File: src/rtl/spi_minion_packet_adapter.sv
// SPI minion front-end: oversamples the SPI pins, deframes fixed-length transfers into val/rdy
// packets and serializes buffered responses onto MISO. Sticky error flag built only with SPI_MINION_PARITY_EN.
module spi_minion_packet_adapter #(
    parameter int BIT_WIDTH  = 32,
    parameter int FIFO_DEPTH = 2
) (
    input  logic                 clk,
    input  logic                 reset,
    input  logic                 spi_cs,
    input  logic                 spi_sclk,
    input  logic                 spi_mosi,
    output logic                 spi_miso,
    output logic [BIT_WIDTH-1:0] send_msg,
    output logic                 send_val,
    input  logic                 send_rdy,
    input  logic [BIT_WIDTH-1:0] recv_msg,
    input  logic                 recv_val,
    output logic                 recv_rdy,
    output logic                 parity
);

    localparam int FW = BIT_WIDTH + 2;
    localparam int CW = $clog2(BIT_WIDTH + 4);
    localparam int AW = $clog2(FIFO_DEPTH);

    localparam logic [CW-1:0] FRAME_BITS = CW'(FW);
    localparam logic [CW-1:0] CNT_MAX    = CW'(FW + 1);
    localparam logic [CW-1:0] CNT_ONE    = CW'(1);
    localparam logic [AW-1:0] PTR_ONE    = AW'(1);
    localparam logic [AW:0]   LVL_ONE    = (AW + 1)'(1);
    localparam logic [AW:0]   LVL_FULL   = (AW + 1)'(FIFO_DEPTH);

    typedef enum logic {
        ST_IDLE,
        ST_FRAME
    } state_e;

    state_e state_q, state_d;

    logic [1:0] cs_sync, sclk_sync, mosi_sync;
    logic       cs_prev, sclk_prev;
    logic       cs_s, sclk_s, mosi_s;
    logic       cs_rise, cs_fall, sclk_rise, sclk_fall;
    logic       frame_start, frame_end, frame_active, frame_ok;

    logic [CW-1:0] bit_cnt;
    logic [FW-1:0] rx_shift, tx_shift;
    logic          rvalid_cap;
    logic          wflag, rflag;
    logic [BIT_WIDTH-1:0] payload;

    logic [BIT_WIDTH-1:0] send_mem [FIFO_DEPTH];
    logic [AW-1:0]        send_wr, send_rd;
    logic [AW:0]          send_lvl;
    logic                 send_full, send_empty, send_push, send_pop;

    logic [BIT_WIDTH-1:0] resp_mem [FIFO_DEPTH];
    logic [AW-1:0]        resp_wr, resp_rd;
    logic [AW:0]          resp_lvl;
    logic                 resp_full, resp_empty, resp_push, resp_pop;
    logic [BIT_WIDTH-1:0] resp_head;
    logic                 rdy_en;

    // Reset value 0 on the cs path means a fall can only be seen after cs has been observed high.
    always_ff @(posedge clk) begin
        if (reset) begin
            // NOTE: state elements use non-blocking assignments so every flop samples pre-edge values.
            cs_sync   <= '0;
            sclk_sync <= '0;
            mosi_sync <= '0;
            cs_prev   <= 1'b0;
            sclk_prev <= 1'b0;
        end else begin
            cs_sync   <= {cs_sync[0], spi_cs};
            sclk_sync <= {sclk_sync[0], spi_sclk};
            mosi_sync <= {mosi_sync[0], spi_mosi};
            cs_prev   <= cs_sync[1];
            sclk_prev <= sclk_sync[1];
        end
    end

    assign cs_s      = cs_sync[1];
    assign sclk_s    = sclk_sync[1];
    assign mosi_s    = mosi_sync[1];
    assign cs_rise   = cs_s & ~cs_prev;
    assign cs_fall   = ~cs_s & cs_prev;
    assign sclk_rise = sclk_s & ~sclk_prev;
    assign sclk_fall = ~sclk_s & sclk_prev;

    always_ff @(posedge clk) begin
        if (reset) state_q <= ST_IDLE;
        else       state_q <= state_d;
    end

    always_comb begin
        // NOTE: every output of this block gets a default first so no path can infer a latch.
        state_d     = state_q;
        frame_start = 1'b0;
        frame_end   = 1'b0;
        case (state_q)
            ST_IDLE: begin
                if (cs_fall) begin
                    frame_start = 1'b1;
                    state_d     = ST_FRAME;
                end
            end
            ST_FRAME: begin
                if (cs_rise) begin
                    frame_end = 1'b1;
                    state_d   = ST_IDLE;
                end
            end
            default: state_d = ST_IDLE;
        endcase
    end

    assign frame_active = (state_q == ST_FRAME) && !cs_s;

    // Shift datapath; MISO is the TX MSB, so it only moves on frame start and sclk falls.
    always_ff @(posedge clk) begin
        if (reset) begin
            bit_cnt    <= '0;
            rx_shift   <= '0;
            tx_shift   <= '0;
            rvalid_cap <= 1'b0;
        end else if (frame_start) begin
            bit_cnt    <= '0;
            tx_shift   <= {~send_full, ~resp_empty, resp_head};
            rvalid_cap <= ~resp_empty;
        end else if (frame_active) begin
            if (sclk_rise) begin
                rx_shift <= {rx_shift[FW-2:0], mosi_s};
                if (bit_cnt != CNT_MAX) bit_cnt <= bit_cnt + CNT_ONE;
            end
            if (sclk_fall) tx_shift <= {tx_shift[FW-2:0], 1'b0};
        end
    end

    assign spi_miso = tx_shift[FW-1];

    assign wflag    = rx_shift[FW-1];
    assign rflag    = rx_shift[FW-2];
    assign payload  = rx_shift[BIT_WIDTH-1:0];
    assign frame_ok = frame_end && (bit_cnt == FRAME_BITS);

    // rvalid_cap guarantees the response FIFO still holds the entry that was shifted out.
    assign send_push = frame_ok && wflag && !send_full;
    assign resp_pop  = frame_ok && rflag && rvalid_cap;

    assign send_full  = (send_lvl == LVL_FULL);
    assign send_empty = (send_lvl == '0);
    assign send_val   = !send_empty;
    assign send_pop   = send_val && send_rdy;
    assign send_msg   = send_empty ? '0 : send_mem[send_rd];

    always_ff @(posedge clk) begin
        // NOTE: FIFO storage is not reset; the level counter alone decides what is valid.
        if (send_push) send_mem[send_wr] <= payload;
    end

    always_ff @(posedge clk) begin
        if (reset) begin
            send_wr  <= '0;
            send_rd  <= '0;
            send_lvl <= '0;
        end else begin
            if (send_push) send_wr <= send_wr + PTR_ONE;
            if (send_pop)  send_rd <= send_rd + PTR_ONE;
            case ({send_push, send_pop})
                2'b10:   send_lvl <= send_lvl + LVL_ONE;
                2'b01:   send_lvl <= send_lvl - LVL_ONE;
                default: send_lvl <= send_lvl;
            endcase
        end
    end

    // recv_rdy stays low through reset and comes up on the first cycle after it.
    always_ff @(posedge clk) begin
        if (reset) rdy_en <= 1'b0;
        else       rdy_en <= 1'b1;
    end

    assign resp_full  = (resp_lvl == LVL_FULL);
    assign resp_empty = (resp_lvl == '0);
    assign recv_rdy   = rdy_en && !resp_full;
    assign resp_push  = recv_val && recv_rdy;
    assign resp_head  = resp_empty ? '0 : resp_mem[resp_rd];

    always_ff @(posedge clk) begin
        if (resp_push) resp_mem[resp_wr] <= recv_msg;
    end

    always_ff @(posedge clk) begin
        if (reset) begin
            resp_wr  <= '0;
            resp_rd  <= '0;
            resp_lvl <= '0;
        end else begin
            if (resp_push) resp_wr <= resp_wr + PTR_ONE;
            if (resp_pop)  resp_rd <= resp_rd + PTR_ONE;
            case ({resp_push, resp_pop})
                2'b10:   resp_lvl <= resp_lvl + LVL_ONE;
                2'b01:   resp_lvl <= resp_lvl - LVL_ONE;
                default: resp_lvl <= resp_lvl;
            endcase
        end
    end

`ifdef SPI_MINION_PARITY_EN
    logic parity_q;
    logic overflow, frame_err;

    assign overflow  = frame_ok && wflag && send_full;
    assign frame_err = frame_end && (bit_cnt != FRAME_BITS);

    always_ff @(posedge clk) begin
        if (reset)                      parity_q <= 1'b0;
        else if (overflow || frame_err) parity_q <= 1'b1;
    end

    assign parity = parity_q;
`else
    assign parity = 1'b0;
`endif

endmodule

File: config.mk
export PLATFORM = sky130hd
export DESIGN_NAME = spi_minion_packet_adapter
export DESIGN_NICKNAME = d
export VERILOG_FILES = /design/src/rtl/spi_minion_packet_adapter.sv
export SDC_FILE = /design/constraint.sdc
export NUM_CORES = 1
export LEC_CHECK = 0
export CAP_MARGIN = 20
export CORE_ASPECT_RATIO = 0.7
export CORE_MARGIN = 3
export CORE_UTILIZATION = 55
export CTS_CLUSTER_DIAMETER = 50
export DETAILED_ROUTE_END_ITERATION = 7
export GPL_ROUTABILITY_DRIVEN = 0
export MAX_ROUTING_LAYER = met4
export PLACE_DENSITY_LB_ADDON = 0.15
export REMOVE_ABC_BUFFERS = 1
export SETUP_SLACK_MARGIN = 0.15
export SLEW_MARGIN = 15
export SYNTH_ARGS = -nofsm -noshare
export SYNTH_HDL_FRONTEND = slang
export SYNTH_SLANG_ARGS = --single-unit
File: constraint.sdc
create_clock -name clk -period 4.55 [get_ports clk]
set_input_delay 0.6825 -clock clk [delete_from_list [all_inputs] [get_ports clk]]
set_output_delay 0.6825 -clock clk [all_outputs]
set_load 0.05 [all_outputs]
* After elaboration in Yosys (flattened, before gate mapping)
Memories as Yosys holds them, arrays and structs flattened. A register that Yosys moved wholly into a read port is not among the register bits.
Index checks and enable logic that the tools add are counted.
** Storage, ports and cells
- Memories :: 2
- ROM bits :: 0
- Latch bits :: 0
- Bits in registers :: 93
- Bits in writable memories :: 128
** Memory list
- resp_mem :: words 2, bits a word 32, read ports 1, clocked after memory_dff 1, write ports 1, RTL line 57 : logic [BIT_WIDTH-1:0] resp_mem [FIFO_DEPTH];
- send_mem :: words 2, bits a word 32, read ports 1, clocked after memory_dff 1, write ports 1, RTL line 52 : logic [BIT_WIDTH-1:0] send_mem [FIFO_DEPTH];
** Cells by class
- Divide/modulo/power cells :: 0
- Reductions and logical operators :: 23
- Magnitude comparators :: 0
- Mux-type cells :: 22
- Shift-type cells :: 0
- Multiply operators :: 0
- Bitwise operators :: 12
- Eq/ne operators :: 8
- $add $sub $neg :: 9
** Operators with widths (count)
- $mux W34 :: 3
- $mux W32 :: 2
- $mux W1 :: 14
- $logic_and A1 B1 Y1 :: 9
- $eq A2 B2 Y1 const B :: 4
- $not A1 Y1 :: 8
- $pmux W2 S2 :: 2
- $reduce_bool A2 Y1 :: 4
- $add A6 B1 Y6 const B :: 1
- $eq A6 B6 Y1 const B :: 1
- $ne A6 B6 Y1 const B :: 1
- $reduce_and A3 Y1 :: 2
- $add A1 B1 Y1 const B :: 4
- $add A2 B1 Y2 const B :: 2
- $and A1 B1 Y1 :: 4
- $eq A2 B1 Y1 const B :: 2
- $logic_not A1 Y1 :: 4
- $logic_not A2 Y1 :: 2
- $sub A2 B1 Y2 const B :: 2
- $pmux W1 S2 :: 1
- $reduce_and A2 Y1 :: 1
- $reduce_or A2 Y1 :: 1

* Longest topological paths before layout
- Word-level depth :: 9
- Gate-level depth with buffers :: 9

* Worst setup path after synthesis
Ideal clock, no wire load.
- Kind :: register -> register
- Start point :: register bit_cnt[2]
- End point :: memory send_mem[0][0], enable pin
- Stages on the path, launching flop included :: 4
- Path buffers :: 0
- Slack :: 1312 ps
- Data arrival time :: 2817 ps
- Setup time :: 421 ps
- Clock period less this slack :: 3238 ps
- Path through :: dfxtp_1 -> or4b_4 -> or4b_4 -> nor2_1
** On the way
- Longest elaborated chain between the ends :: 6
** RTL lines
- start: declaration :: RTL line 46 : logic [CW-1:0] bit_cnt;
- start signal: assignment :: RTL line 133 : if (bit_cnt != CNT_MAX) bit_cnt <= bit_cnt + CNT_ONE;
- $eq A6 B6 Y1 :: RTL line 144 : assign frame_ok = frame_end && (bit_cnt == FRAME_BITS);
- $logic_and A1 B1 Y1 :: RTL line 144
- $logic_and A1 B1 Y1 (2 in series) :: RTL line 147 : assign send_push = frame_ok && wflag && !send_full;
- $mux W1 :: RTL line 158 : if (send_push) send_mem[send_wr] <= payload;
- $mux W1 (implied by the code) :: RTL line 158
- end: declaration :: RTL line 52
No other way between the ends.

==> results_dict.tcl <==
set metrics [dict create \
    diodes 0 \
    dp_slack_ps 1670 \
    firstDrtPassIters 4 \
    seq_area_um2 5750 \
    syn_area_um2 8680 \
    final_common_cell "edfxtp_1" \
    synth_cell_types 43 \
    peakVddDrop_mv 0.278 \
    cts_setup_buffers 0 \
    worstMarginPinSlew_ps 1040 \
    fillers 1055 \
    ys_ff_latch 223 \
    syn2layout_area_growth_pct 17.9 \
    required_ps 3870 \
    slew_headroom_pct 30.8 \
    grt_usage_pct 19.9 \
    numPortBuffers 73 \
    dieArea_um2 17300 \
    antenna_found_initial 0 \
    top_layer_used "met4" \
    wl_per_cell_um 17.1 \
    layout_common_cells "edfxtp_1, dfxtp_1, nand2_1" \
    grt_pass1_wl_mm 27.8 \
    ctsResizeCount 0 \
    cts_inserted_buffers 21 \
    clock-sinks 223 \
    dieWidth_um 156 \
    status "finished, final reports clean" \
    root_buffer "clkbuf_16" \
    drc 0 \
    met1Wirelength_mm 7.93 \
    met2WireLength_mm 7.62 \
    via_per_inst 5.73 \
    layout_setup_ws_ps 1150 \
    path_buf_inv 1 \
    synth_top_area_cell "edfxtp_1" \
    multi_input_area_um2 2710 \
    dr_wl_met3_um 831 \
    hold_path_class "reg -> reg" \
    synth_top_area_share_pct 44.3 \
    insertion_delay_ps 490 \
    num_rows 37 \
    synth_cells 715 \
    synthTopCellsByArea "edfxtp_1, dfxtp_1, mux2i_1" \
    clk_path_buf_depth 3 \
    grt_remaining_overflow 0 \
    start_util_pct 57.7 \
    slew_violations 0 \
    critPathMaxStageDelay_ps 1010 \
    finClkSkew_ps 13.6 \
    finalCritPeriodShare_pct 74.6 \
    first_global_vias 5464 \
    clock.fmax_mhz 295 \
    hold_viol_final 0 \
    arrival_ps 2710 \
    vias 5592 \
    fin_area_um2 10200 \
    postCtsHoldBufs 0 \
    dp_hpwl_mm 9.83 \
    start_kind "register" \
    coreArea_um2 15000 \
    crit_type "reg -> out" \
    crit_family "flip-flops" \
    drive_above_1_share_pct 11.4 \
    num-nets-final 809 \
    period_needed_ps 3400 \
    crit_slowest_cell "dfxtp_2" \
    avgSynthCellArea_um2 12.1 \
    ys_seq_area_share_pct 66.2 \
    ant_nets 0 \
    dpl-instance-area_um2 9550 \
    cts_tree "yes" \
    power_density_nw_per_um2 387 \
    synth_warnings 0 \
    drt_wl_total_mm 16.7 \
    rsz0062_at_grt "no" \
    endpoint_kind "primary output" \
    grt_max_degree 69 \
    clkTransAtPathRegs_ps 60 \
    drtIter0Drc 496 \
    fp.dieH_um 111 \
    leakagePower_uw 0.00325 \
    cp_cell_sequence "mux2i_1 > nor2_1 > clkdlybuf4s50_1" \
    setup-violations-final 0 \
    path_max_fanout 32 \
    htree_levels 1 \
    max_cap_violations 0 \
    io_pins 75 \
]
==> synthesized netlist by cell type (all sizes together) <==
cell type,count
or4b,2
nand2b,3
nand4,3
nor4b,1
o21a,1
a31o,1
and3,1
and2b,1
conb,1
or3b,1
mux2,35
xor2,3
nor4bb,2
ha,4
nand3b,2
nand4b,2
nor2,46
nor3b,1
or3,6
or2,1
nand2,74
nor2b,8
a21oi,41
mux2i,36
nand3,39
clkbuf,38
xnor2,2
clkinv,2
and2,1
nor3,33
o21ai,38
a211oi,2
buf,19
nand4bb,1
edfxtp,128
a311oi,32
dfxtp,95
inv,8
o32ai,1
==> per-layer routing <==
| metal | GRT usage [%] | up-vias |
|---|---|---|
| met4 | 5.25 | 0 |
| met5 | - | - |
| met3 | 3.04 | 33 |
| met1 | 29.0 | 2685 |
| li1 | - | 2711 |
| met2 | 29.6 | 163 |
==> metrics by stage <==
stage | hold slack [ps] | power, uW | utilization [%] | TNS, ps | std cells
2_1_floorplan | 411 | 2280 | - | -7980 | 658
3_3_place_gp | 417 | 2350 | 63.5 | 0 | 937
3_5_place_dp | 432 | 2360 | 63.5 | 0 | 937
4_1_cts | 440 | 3990 | 67.9 | 0 | 975
5_1_grt | 460 | 4090 | 68.0 | 0 | 976
6_report | 437 | 3960 | 68.0 | 0 | 976
==> worst paths after layout <==
kind,start,endpoint,slack (ps),cells past startpoint
setup / recovery,register,send_msg[29],1150,3
hold / removal,mosi_sync[1]$_SDFF_PP0_,rx_shift[0]$_SDFFE_PP0P_,440,2
setup reg to reg,bit_cnt[2]$_SDFFE_PP0P_,send_mem[0][13]$_DFFE_PP_,2130,4
hold reg to reg,mosi_sync[1]$_SDFF_PP0_,rx_shift[0]$_SDFFE_PP0P_,440,2
==> cell families (layout without fill, tap and decap cells) <==
family,Yosys count,after routing,synth area share [%]
flops,223,223,66.2
mux,71,71,8.70
buf+inv,67,133,3.14
compound gates,116,116,8.25
other cells,1,1,0.0432
xor+xnor,5,5,0.505
simple gates,228,228,12.6
fa+ha+maj,4,4,0.577
==> where the power goes <==
group	internal, uW	switching [uW]
clock	955	686
sequential	2160	15.5
combinational	63.5	82.0
==> state kept, by name (all words and copies together) (netlist names), 2 cells and up, named ones only <==
| register | cells |
|---|---|
| send_lvl | 2 |
| cs_sync | 2 |
| send_mem | 64 |
| resp_mem | 64 |
| resp_lvl | 2 |
| rx_shift | 34 |
| tx_shift | 34 |
| bit_cnt | 6 |
| mosi_sync | 2 |
| sclk_sync | 2 |
==> final cells by class <==
cell class                 instances  share of cell area (%)
clock buffer                      35                    6.24
tap                              195                    2.39
timing repair buffer              85                    8.14
sequential                       223                    56.2
clock inverter                     3                   0.171
multi-input combinational        425                    26.5
inverter                          10                   0.367
==> tightest hold or removal path: cells and delay by family (launching register included) <==
| kind | cells | cell delay (ps) |
|---|---|---|
| AOI/OAI and AO/OA | 1 | 50 |
| and+or+nand+nor | 1 | 50 |
| DFF | 1 | 300 |
No activity file was read; power rests on OpenSTA's default activity.
